`src/rtl/u_xmit.sv`:
```
// u_xmit: UART transmitter, 1 start bit, 8 data bits LSB first, 1 stop bit.
// Each bit cell lasts BIT_CELL sys_clk cycles. All outputs are registered.
// Optional feature: define XMIT_TWO_STOP_EN to stretch the stop cell to two bit times.
module u_xmit #(
    parameter int unsigned BIT_CELL = 16,
    parameter int unsigned WORD_LEN = 8
) (
    input  logic                sys_clk,
    input  logic                sys_rstH,
    input  logic                xmitH,
    input  logic [WORD_LEN-1:0] xmit_dataH,
    output logic                uart_xmitH,
    output logic                xmit_busyH,
    output logic                xmit_doneH
);

    localparam int unsigned CntW = (BIT_CELL > 1) ? $clog2(BIT_CELL) : 1;
    localparam int unsigned BitW = $clog2(WORD_LEN + 1);

    typedef enum logic [1:0] {x_IDLE, x_START, x_DATA, x_STOP} state_e;

    state_e              state_q;
    logic [CntW-1:0]     cell_cnt_q;
    logic [BitW-1:0]     bit_cnt_q;
    logic [WORD_LEN-1:0] shift_q;
    logic                line_q;
    logic                busy_q;
    logic                done_q;
    logic                cell_end;
    logic                stop_last;

`ifdef XMIT_TWO_STOP_EN
    logic                stop2_q;
`endif

    // A bit cell ends on the edge where the counter holds its top value.
    always_comb begin
        cell_end = (cell_cnt_q == CntW'(BIT_CELL - 1));
`ifdef XMIT_TWO_STOP_EN
        stop_last = stop2_q;
`else
        stop_last = 1'b1;
`endif
    end

    // Frame sequencer with registered line, busy and done outputs.
    always_ff @(posedge sys_clk) begin
        if (sys_rstH) begin
            state_q    <= x_IDLE;
            cell_cnt_q <= '0;
            bit_cnt_q  <= '0;
            shift_q    <= '0;
            line_q     <= 1'b1;
            busy_q     <= 1'b0;
            done_q     <= 1'b0;
`ifdef XMIT_TWO_STOP_EN
            stop2_q    <= 1'b0;
`endif
        end else begin
            done_q <= 1'b0;
            case (state_q)
                x_IDLE: begin
                    line_q <= 1'b1;
                    busy_q <= 1'b0;
                    if (xmitH) begin
                        shift_q    <= xmit_dataH;
                        cell_cnt_q <= '0;
                        bit_cnt_q  <= '0;
                        line_q     <= 1'b0;
                        busy_q     <= 1'b1;
                        state_q    <= x_START;
                    end
                end
                x_START: begin
                    if (cell_end) begin
                        cell_cnt_q <= '0;
                        line_q     <= shift_q[0];
                        shift_q    <= shift_q >> 1;
                        state_q    <= x_DATA;
                    end else begin
                        cell_cnt_q <= cell_cnt_q + 1'b1;
                    end
                end
                x_DATA: begin
                    if (cell_end) begin
                        cell_cnt_q <= '0;
                        if (bit_cnt_q == BitW'(WORD_LEN - 1)) begin
                            bit_cnt_q <= BitW'(WORD_LEN);
                            line_q    <= 1'b1;
                            state_q   <= x_STOP;
                        end else begin
                            bit_cnt_q <= bit_cnt_q + 1'b1;
                            line_q    <= shift_q[0];
                            shift_q   <= shift_q >> 1;
                        end
                    end else begin
                        cell_cnt_q <= cell_cnt_q + 1'b1;
                    end
                end
                x_STOP: begin
                    if (cell_end) begin
                        cell_cnt_q <= '0;
                        if (stop_last) begin
                            bit_cnt_q <= '0;
                            busy_q    <= 1'b0;
                            done_q    <= 1'b1;
                            state_q   <= x_IDLE;
`ifdef XMIT_TWO_STOP_EN
                            stop2_q   <= 1'b0;
`endif
                        end
`ifdef XMIT_TWO_STOP_EN
                        else begin
                            stop2_q <= 1'b1;
                        end
`endif
                    end else begin
                        cell_cnt_q <= cell_cnt_q + 1'b1;
                    end
                end
                default: begin
                    // Unreachable encoding: park safely with the line idle.
                    state_q    <= x_IDLE;
                    cell_cnt_q <= '0;
                    bit_cnt_q  <= '0;
                    line_q     <= 1'b1;
                    busy_q     <= 1'b0;
                end
            endcase
        end
    end

    assign uart_xmitH = line_q;
    assign xmit_busyH = busy_q;
    assign xmit_doneH = done_q;

endmodule

```
`config.mk`:
```
export PLATFORM = sky130hd
export DESIGN_NAME = u_xmit
export DESIGN_NICKNAME = d
export VERILOG_FILES = /design/src/rtl/u_xmit.sv
export SDC_FILE = /design/constraint.sdc
export NUM_CORES = 1
export LEC_CHECK = 0
export CORE_MARGIN = 2
export CORE_UTILIZATION = 35
export CTS_BUF_LIST = sky130_fd_sc_hd__clkbuf_4 sky130_fd_sc_hd__clkbuf_8
export DETAILED_ROUTE_END_ITERATION = 7
export DONT_BUFFER_PORTS = 1
export GPL_TIMING_DRIVEN = 1
export PLACE_DENSITY = 0.6
export SLEW_MARGIN = 10
export SYNTH_ARGS = -nofsm -noshare
export SYNTH_HDL_FRONTEND = slang
export SYNTH_SLANG_ARGS = --single-unit
```
`constraint.sdc`:
```
create_clock -name sys_clk -period 6 [get_ports sys_clk]
set_input_delay 0.3 -clock sys_clk [delete_from_list [all_inputs] [get_ports sys_clk]]
set_output_delay 0.3 -clock sys_clk [all_outputs]
set_load 0.03 [all_outputs]
```
**Yosys cells after proc, flatten, opt, wreduce, memory -nomap -nowiden**

Index checks and enable logic that the tools add are counted.

- Register bits: 21
- Input port bits: 11
- Output and inout port bits: 3
- Word-level logic and storage cells: 59

- Add/subtract/negate cells: 2
- Equality and inequality tests: 11
- Multiplexer cells: 27
- Bitwise gates (word level): 1
- Reduce and logical (&&, ||, !) cells: 11

Operator list:

| cell | count |
|---|---|
| $mux 8 | 4 |
| $pmux 8 s3 | 1 |
| $mux 4 | 5 |
| $ne 2x2->1 const B | 6 |
| $pmux 4 s3 | 1 |
| $mux 2 | 5 |
| $reduce_and 5->1 | 2 |
| $add 4x1->4 const B | 2 |
| $pmux 2 s4 | 1 |
| $pmux 4 s2 | 1 |
| $mux 1 | 7 |
| $reduce_bool 3->1 | 2 |
| $eq 2x2->1 const B | 2 |
| $eq 4x3->1 const B | 1 |
| $eq 4x4->1 const B | 1 |
| $reduce_and 4->1 | 1 |
| $pmux 1 s3 | 1 |
| $reduce_and 3->1 | 1 |
| $reduce_or 3->1 | 1 |
| $eq 2x1->1 const B | 1 |
| $logic_not 2->1 | 1 |
| $pmux 1 s2 | 1 |
| $reduce_and 2->1 | 1 |
| $reduce_bool 2->1 | 1 |
| 2 further kinds | 2 |

**Longest topological paths before layout**

Gate-level depths: netlist (run 1).

- Depth after elaboration: 4
- Gate-level depth with buffers: 8

**Worst setup path after synthesis (run 1)**

OpenSTA, ideal clock, no wires.

- Path kind: reg-to-reg
- Start: reg state_q[0]
- End: reg shift_q[5]
- Library setup time: 0.079 ns
- Arrival: 1.868 ns
- Slack: 4.053 ns
- Cell stages (with the launch flop): 8
- Path buffers: 1
- Period minus slack after synthesis: 1.947 ns
- Cells stage by stage: dfxtp_1 inv_1 ha_1 or3b_4 a221oi_4 buf_6 nor2_1 a211oi_2

- Longest elaborated chain between the ends: 3

RTL lines:

| what | line | text |
|---|---|---|
| from (decl) | 22 | `state_e state_q;` |
| from (signal assigned) | 49 | `state_q <= x_IDLE;` |
| from (signal assigned) | 71 | `state_q <= x_START;` |
| from (signal assigned) | 79 | `state_q <= x_DATA;` |
| $eq 2x2->1 (tied with other cells) | 61 | `case (state_q)` |
| $ne 2x2->1 (no line) or $reduce_bool 3->1 (tied branches) | n/a |  |
| $reduce_and 5->1 (no line) | n/a |  |
| to (signal assigned) | 66 | `shift_q <= xmit_dataH;` |
| to (signal assigned) | 78 | `shift_q <= shift_q >> 1;` |
| to (signal assigned) | 94 | `shift_q <= shift_q >> 1;` |
| to (decl) | 25 | `logic [WORD_LEN-1:0] shift_q;` |

Parallel ways exist; a longest one is shown, timed or not.
A chain may end at the register's enable or synchronous reset.

**Worst setup path after layout (run 1)**

- Start: reg state_q[0]
- End: reg shift_q[1]

The elaborated chain is that of the path after synthesis.

==> reports/metrics.cfg, run 1 <==
[drt]
drt-initial-drc-count = 12
drt-total-wl_mm = 2.08
met3_length_um = 51
dr.pass1.iters = 3
vias = 867
drtAntennaViolNets = 0
dr_wl_met2_mm = 1.00
viasPerCell = 5.32
highest-signal-layer = met4
wl_met1_um = 990
wl_per_cell_um = 12.7
drc = 0

[layout]
antenna_cells = 0
nets = 138
utilization_pct = 38.6
layout-drive-gt1-share_pct = 7.56
area_delta_synth_final_pct = 3.94

[die]
ios = 14
die_h_um = 61.1
coreArea_um2 = 3080
num_rows = 20
die_w_um = 61.1
dieArea_um2 = 3740
initial_core_util_pct = 37.1

[synthesis]
synthArstFlopShare_pct = 0
yosysTopAreaCellShare_pct = 36.8
synth.most_common_cell = dfxtp_1
synth_fp_nets = 140
synth-seq-cells = 21
synth_cell_types = 38
synth_enable_flop_cells = 0
syn_avg_cell_area_um2 = 9.36
synth.top_cells.by_count = 21 x dfxtp_1, 12 x nor2_1, 10 x a21oi_1, 10 x mux2i_1
syn_inst = 122
ys_seq_area_share_pct = 36.8
syn_area_um2 = 1140
yosysWarnings = 0
synth_flop_cell = dfxtp_1
synth_area_leaders = dfxtp_1 37%, mux2i_1 8.8%, ha_1 7.7%
synth.largest_area_cell = dfxtp_1

[grt]
grt_max_degree = 24
grt_pass1_vias = 841
globalRoute.totalOverflow = 0
grt_antenna_before_repair = 0
grt_usage_pct = 12.6
grt_first_pass_wirelength_mm = 3.59

[sta]
fin_tns_setup_ns = 0
rsz0062_at_grt = false
max_freq_ghz = 0.416
setup_viol = 0
final_hold_viol_count = 0
maxSlewViolCount = 0
slew_headroom_pct = 55.9
fin_crit_sh_pct = 40.1
layout_min_cycle_time_ns = 2.40
clock_skew_ns = 0.00916
worst_slew_pin_slew_ns = 0.661

[worst_setup_path]
crit_path_start_kind = register
r2r_cells = 6
worstPathArrival_ns = 2.63
path_max_fanout = 16
critPathRequiredTime_ns = 6.23
cp-end-kind = register
crit_type = reg2reg

[pwr]
p_per_area_nw_per_um2 = 495
irDropWorstVdd_mv = 0.283
power.leakage_uw = 0.000410

[status]
outcome = complete, no violations

[clocking]
cts_max_path_buffers = 2
postCtsHoldBufs = 0
numCtsBuffers = 3
h-tree-depth = 1
cts_setup_buffers = 0
cts_resized = 0
root_buffer = clkbuf_4
clock_sinks = 21
cts.clk_slew.worst_paths_ns = 0.12
clk_latency_ns = 0.31
cts_tree = built

[placement]
place_congestion = 0.692
io_buffer_count = 0
dp_hpwl_mm = 1.54

[worst_hold_path]
hold_depth = 1
worstHoldPathType = in2reg

[run]
maxCapViolations = 0

-- layout make-up --
cell class              instances  area [um^2]
well taps                      44         55.1
clock inverters                 1         5.00
inverters                       5         18.8
clock buffers                   3         22.5
flip-flops and latches         21          420
fillers                       312         1890
multi-input cells              89          666
-- kinds of logic (layout without fill, tap and decap cells) --
logic type               after synthesis  after routing  share of synthesized area [%]
AND/OR/NAND/NOR                       40             40                           19.8
AO/OA/AOI/OAI                         32             32                           22.0
flip-flops                            21             21                           36.8
buffers and inverters                 12              9                           4.93
multiplexers                          10             10                           8.76
adder cells (fa/ha/maj)                7              7                           7.67
-- final timing paths --
path                      startpoint                      end  slack (ns)
min reg2reg  shift_q[7]$_SDFFE_PP0P_  shift_q[7]$_SDFFE_PP0P_        0.48
max reg2reg  state_q[0]$_SDFFE_PP0P_  shift_q[1]$_SDFFE_PP0P_        3.60
max          state_q[0]$_SDFFE_PP0P_  shift_q[1]$_SDFFE_PP0P_        3.60
min                         sys_rstH  shift_q[5]$_SDFFE_PP0P_        0.04
-- power breakdown --
group	switching [uW]	internal [uW]	leakage, uW
clock	43.4	24.9	0.0000177
sequential	32.7	173	0.000172
combinational	173	139	0.000220
total	250	338	0.000410
-- metal layers --
layer  up-vias  global-route usage [%]
met2         9                    19.8
met1       407                    16.4
met5         -                       0
met4         0                    6.83
met3         4                    2.52
li1        447                       -
-- sequential cells by signal, summed over array words and instances (netlist names) --
register    cells
cell_cnt_q      4
shift_q         8
bit_cnt_q       4
xmit_busyH      1
uart_xmitH      1
state_q         2
xmit_doneH      1
-- critical path, cell delays in order, from the launching register on --
cell,delay (ns)
dfxtp_1,0.39
inv_1,0.10
ha_1,0.38
or3b_4,0.48
a221oi_4,0.64
nor2_1,0.09
a211oi_1,0.25
-- per-stage QoR --
| stage | power (uW) | worst slack [ns] | cell area [um^2] | instances | hold WS (ns) |
|---|---|---|---|---|---|
| 2_1_floorplan | 488 | 4.05 | 1140 | 122 | 0.441 |
| 3_3_place_gp | 514 | 3.68 | 1160 | 159 | 0.368 |
| 3_5_place_dp | 524 | 3.61 | 1160 | 159 | 0.369 |
| 4_1_cts | 592 | 3.57 | 1190 | 163 | 0.0317 |
| 5_1_grt | 639 | 3.31 | 1190 | 163 | 0.0224 |
| 6_report | 587 | 3.60 | 1190 | 163 | 0.0358 |
-- placed cells by master (no fill, tap or decap), types with 2 or more instances in the layout --
cell / count
nand2b_1: 4
a211oi_2: 2
nor3_1: 2
ha_1: 7
inv_1: 5
mux2i_1: 10
clkbuf_4: 3
a211oi_1: 7
o21ai_0: 3
nor2_1: 12
a21oi_1: 10
dfxtp_1: 21
o21bai_1: 2
nand2_1: 4
a32oi_1: 2
nor2b_1: 2
nand4_1: 3
Note: power is estimated with default switching activity, not from simulation.
==> run 2, diff against run 1 <==
- clock period: 6 -> 2.3 ns (I/O delays scaled with it)
==> reports/metrics.cfg, run 2 (synthesis gave the netlist of run 1 again) <==
[grt]
grt_antenna_before_repair = 0  ; unchanged
grt_usage_pct = 12.9  ; +0.30 points
globalRoute.totalOverflow = 0  ; unchanged
grt_first_pass_wirelength_mm = 3.62  ; +0.78%
grt_max_degree = 24  ; unchanged
grt_pass1_vias = 806  ; -4.2%

[sta]
fin_tns_setup_ns = 0  ; unchanged
setup_viol = 0  ; unchanged
slew_headroom_pct = 44.7  ; -11 points
worst_slew_pin_slew_ns = 0.827  ; +0.166 ns
fin_crit_sh_pct = 90.2  ; +50 points
rsz0062_at_grt = false
maxSlewViolCount = 0  ; unchanged
final_hold_viol_count = 0  ; unchanged
max_freq_ghz = 0.482  ; +16%
clock_skew_ns = 0.00379  ; -0.00536 ns
layout_min_cycle_time_ns = 2.08  ; -0.328 ns

[die]
initial_core_util_pct = 37.1  ; unchanged
die_w_um = 61.1  ; unchanged
num_rows = 20  ; unchanged
dieArea_um2 = 3740  ; unchanged
die_h_um = 61.1  ; unchanged
ios = 14  ; unchanged
coreArea_um2 = 3080  ; unchanged

[layout]
layout-drive-gt1-share_pct = 10.3  ; +2.8 points
nets = 145  ; +5.1%
top_regs = shift_q: 8 flops, bit_cnt_q: 4 flops, cell_cnt_q: 4 flops
stdcell_area_um2 = 1250  ; +5.1%
antenna_cells = 0  ; unchanged
largest_reg_flops = 8  ; unchanged
final_cell_mix = 21 x dfxtp_1, 12 x nor2_1, 10 x mux2i_1, 10 x a21oi_1
top_register = shift_q
layout_commonest_cell = dfxtp_1
fillers = 311  ; -0.32%
area_delta_synth_final_pct = 9.20

[drt]
viasPerCell = 5.15  ; -3.1%
wl_per_cell_um = 12.7  ; -0.52%
dr.pass1.iters = 4  ; +1
drc = 0  ; unchanged
drtAntennaViolNets = 0  ; unchanged
drt-initial-drc-count = 13  ; +1
vias = 876  ; +1.0%
drt-total-wl_mm = 2.16  ; +3.8%

[clocking]
cts_setup_buffers = 0  ; unchanged
clock_sinks = 21  ; unchanged
cts_tree = built
postCtsHoldBufs = 3  ; +3
clk_latency_ns = 0.31  ; about the same
cts_resized = 0  ; unchanged
cts.clk_slew.worst_paths_ns = 0.12  ; about the same
cts_max_path_buffers = 2  ; unchanged
h-tree-depth = 1  ; unchanged
root_buffer = clkbuf_4
numCtsBuffers = 3  ; unchanged

[placement]
io_buffer_count = 0  ; unchanged
dp_hpwl_mm = 1.56  ; +1.2%
dpl_cell_area_um2 = 1190  ; +2.6%
place_congestion = 0.763  ; +10%

[pwr]
p_per_area_nw_per_um2 = 1280  ; +160%
power.leakage_uw = 0.000443  ; +8.1%
irDropWorstVdd_mv = 0.742  ; +160%

[worst_setup_path]
path_max_fanout = 16  ; unchanged
cpPeakStageDelay_ns = 0.44  ; -0.20 ns
crit_slowest_cell = or3b_4
cp-end-kind = register
crit_type = reg2reg
worstPathArrival_ns = 2.30  ; -0.33 ns
crit_path_start_kind = register
critPathRequiredTime_ns = 2.53  ; -3.70 ns
path_cells = inv_1 -> ha_1 -> or3b_4 -> a221oi_4 -> buf_4 -> nor2_1 -> a211oi_1

[run]
maxCapViolations = 0  ; unchanged

[worst_hold_path]
worstHoldPathType = in2reg

[status]
outcome = complete, no violations

==> run 2: cell type report <==
type / instances / area [um^2] / area share, %
multi-input cells: 89 / 666 / 53.4
flip-flops and latches: 21 / 420 / 33.7
repair buffers: 7 / 60.1 / 4.81
well taps: 44 / 55.1 / 4.41
clock buffers: 3 / 22.5 / 1.81
inverters: 5 / 18.8 / 1.50
clock inverters: 1 / 5.00 / 0.401
==> run 2: power breakdown <==
group          switching (uW)  internal, uW
Clock                     121          65.1
Sequential               83.5           452
Combinational             466           410
Total                     671           927
==> run 2: routing by layer <==
layer | GRT usage [%] | vias to the layer above | part of all wire, %
li1 | - | 457 | -
met1 | 17.2 | 406 | 48
met2 | 20.4 | 11 | 47
met3 | 3.15 | 2 | 3.4
met4 | 4.66 | 0 | 1.2
met5 | 0 | - | 0
==> run 2: final timing paths <==
kind,from,to,slack [ns],cells past startpoint
min reg2reg,shift_q[7]$_SDFFE_PP0P_,shift_q[7]$_SDFFE_PP0P_,0.49,2
max reg2reg,state_q[0]$_SDFFE_PP0P_,shift_q[1]$_SDFFE_PP0P_,0.22,7
max,state_q[0]$_SDFFE_PP0P_,shift_q[1]$_SDFFE_PP0P_,0.22,7
min,xmit_dataH[3],shift_q[3]$_SDFFE_PP0P_,0.02,2
==> run 2: worst max-delay path: cells and delay by family, from the launching register on <==
| family | cells | cell delay, ns |
|---|---|---|
| buffers and inverters | 2 | 0.34 |
| AND/OR/NAND/NOR | 2 | 0.49 |
| adder cells (fa/ha/maj) | 1 | 0.29 |
| flip-flops | 1 | 0.40 |
| AO/OA/AOI/OAI | 2 | 0.47 |
==> run 2: metrics by stage <==
| step | utilization (%) | setup WS [ns] | power (uW) | instances | hold WS (ns) |
|---|---|---|---|---|---|
| 2_1_floorplan | - | 0.353 | 1270 | 122 | 0.281 |
| 3_3_place_gp | 38.7 | 0.327 | 1390 | 163 | 0.183 |
| 3_5_place_dp | 38.7 | 0.247 | 1420 | 163 | 0.184 |
| 4_1_cts | 40.5 | 0.212 | 1610 | 170 | 0.0154 |
| 5_1_grt | 40.5 | 0.0242 | 1740 | 170 | 0.0304 |
| 6_report | 40.5 | 0.225 | 1600 | 170 | 0.0193 |
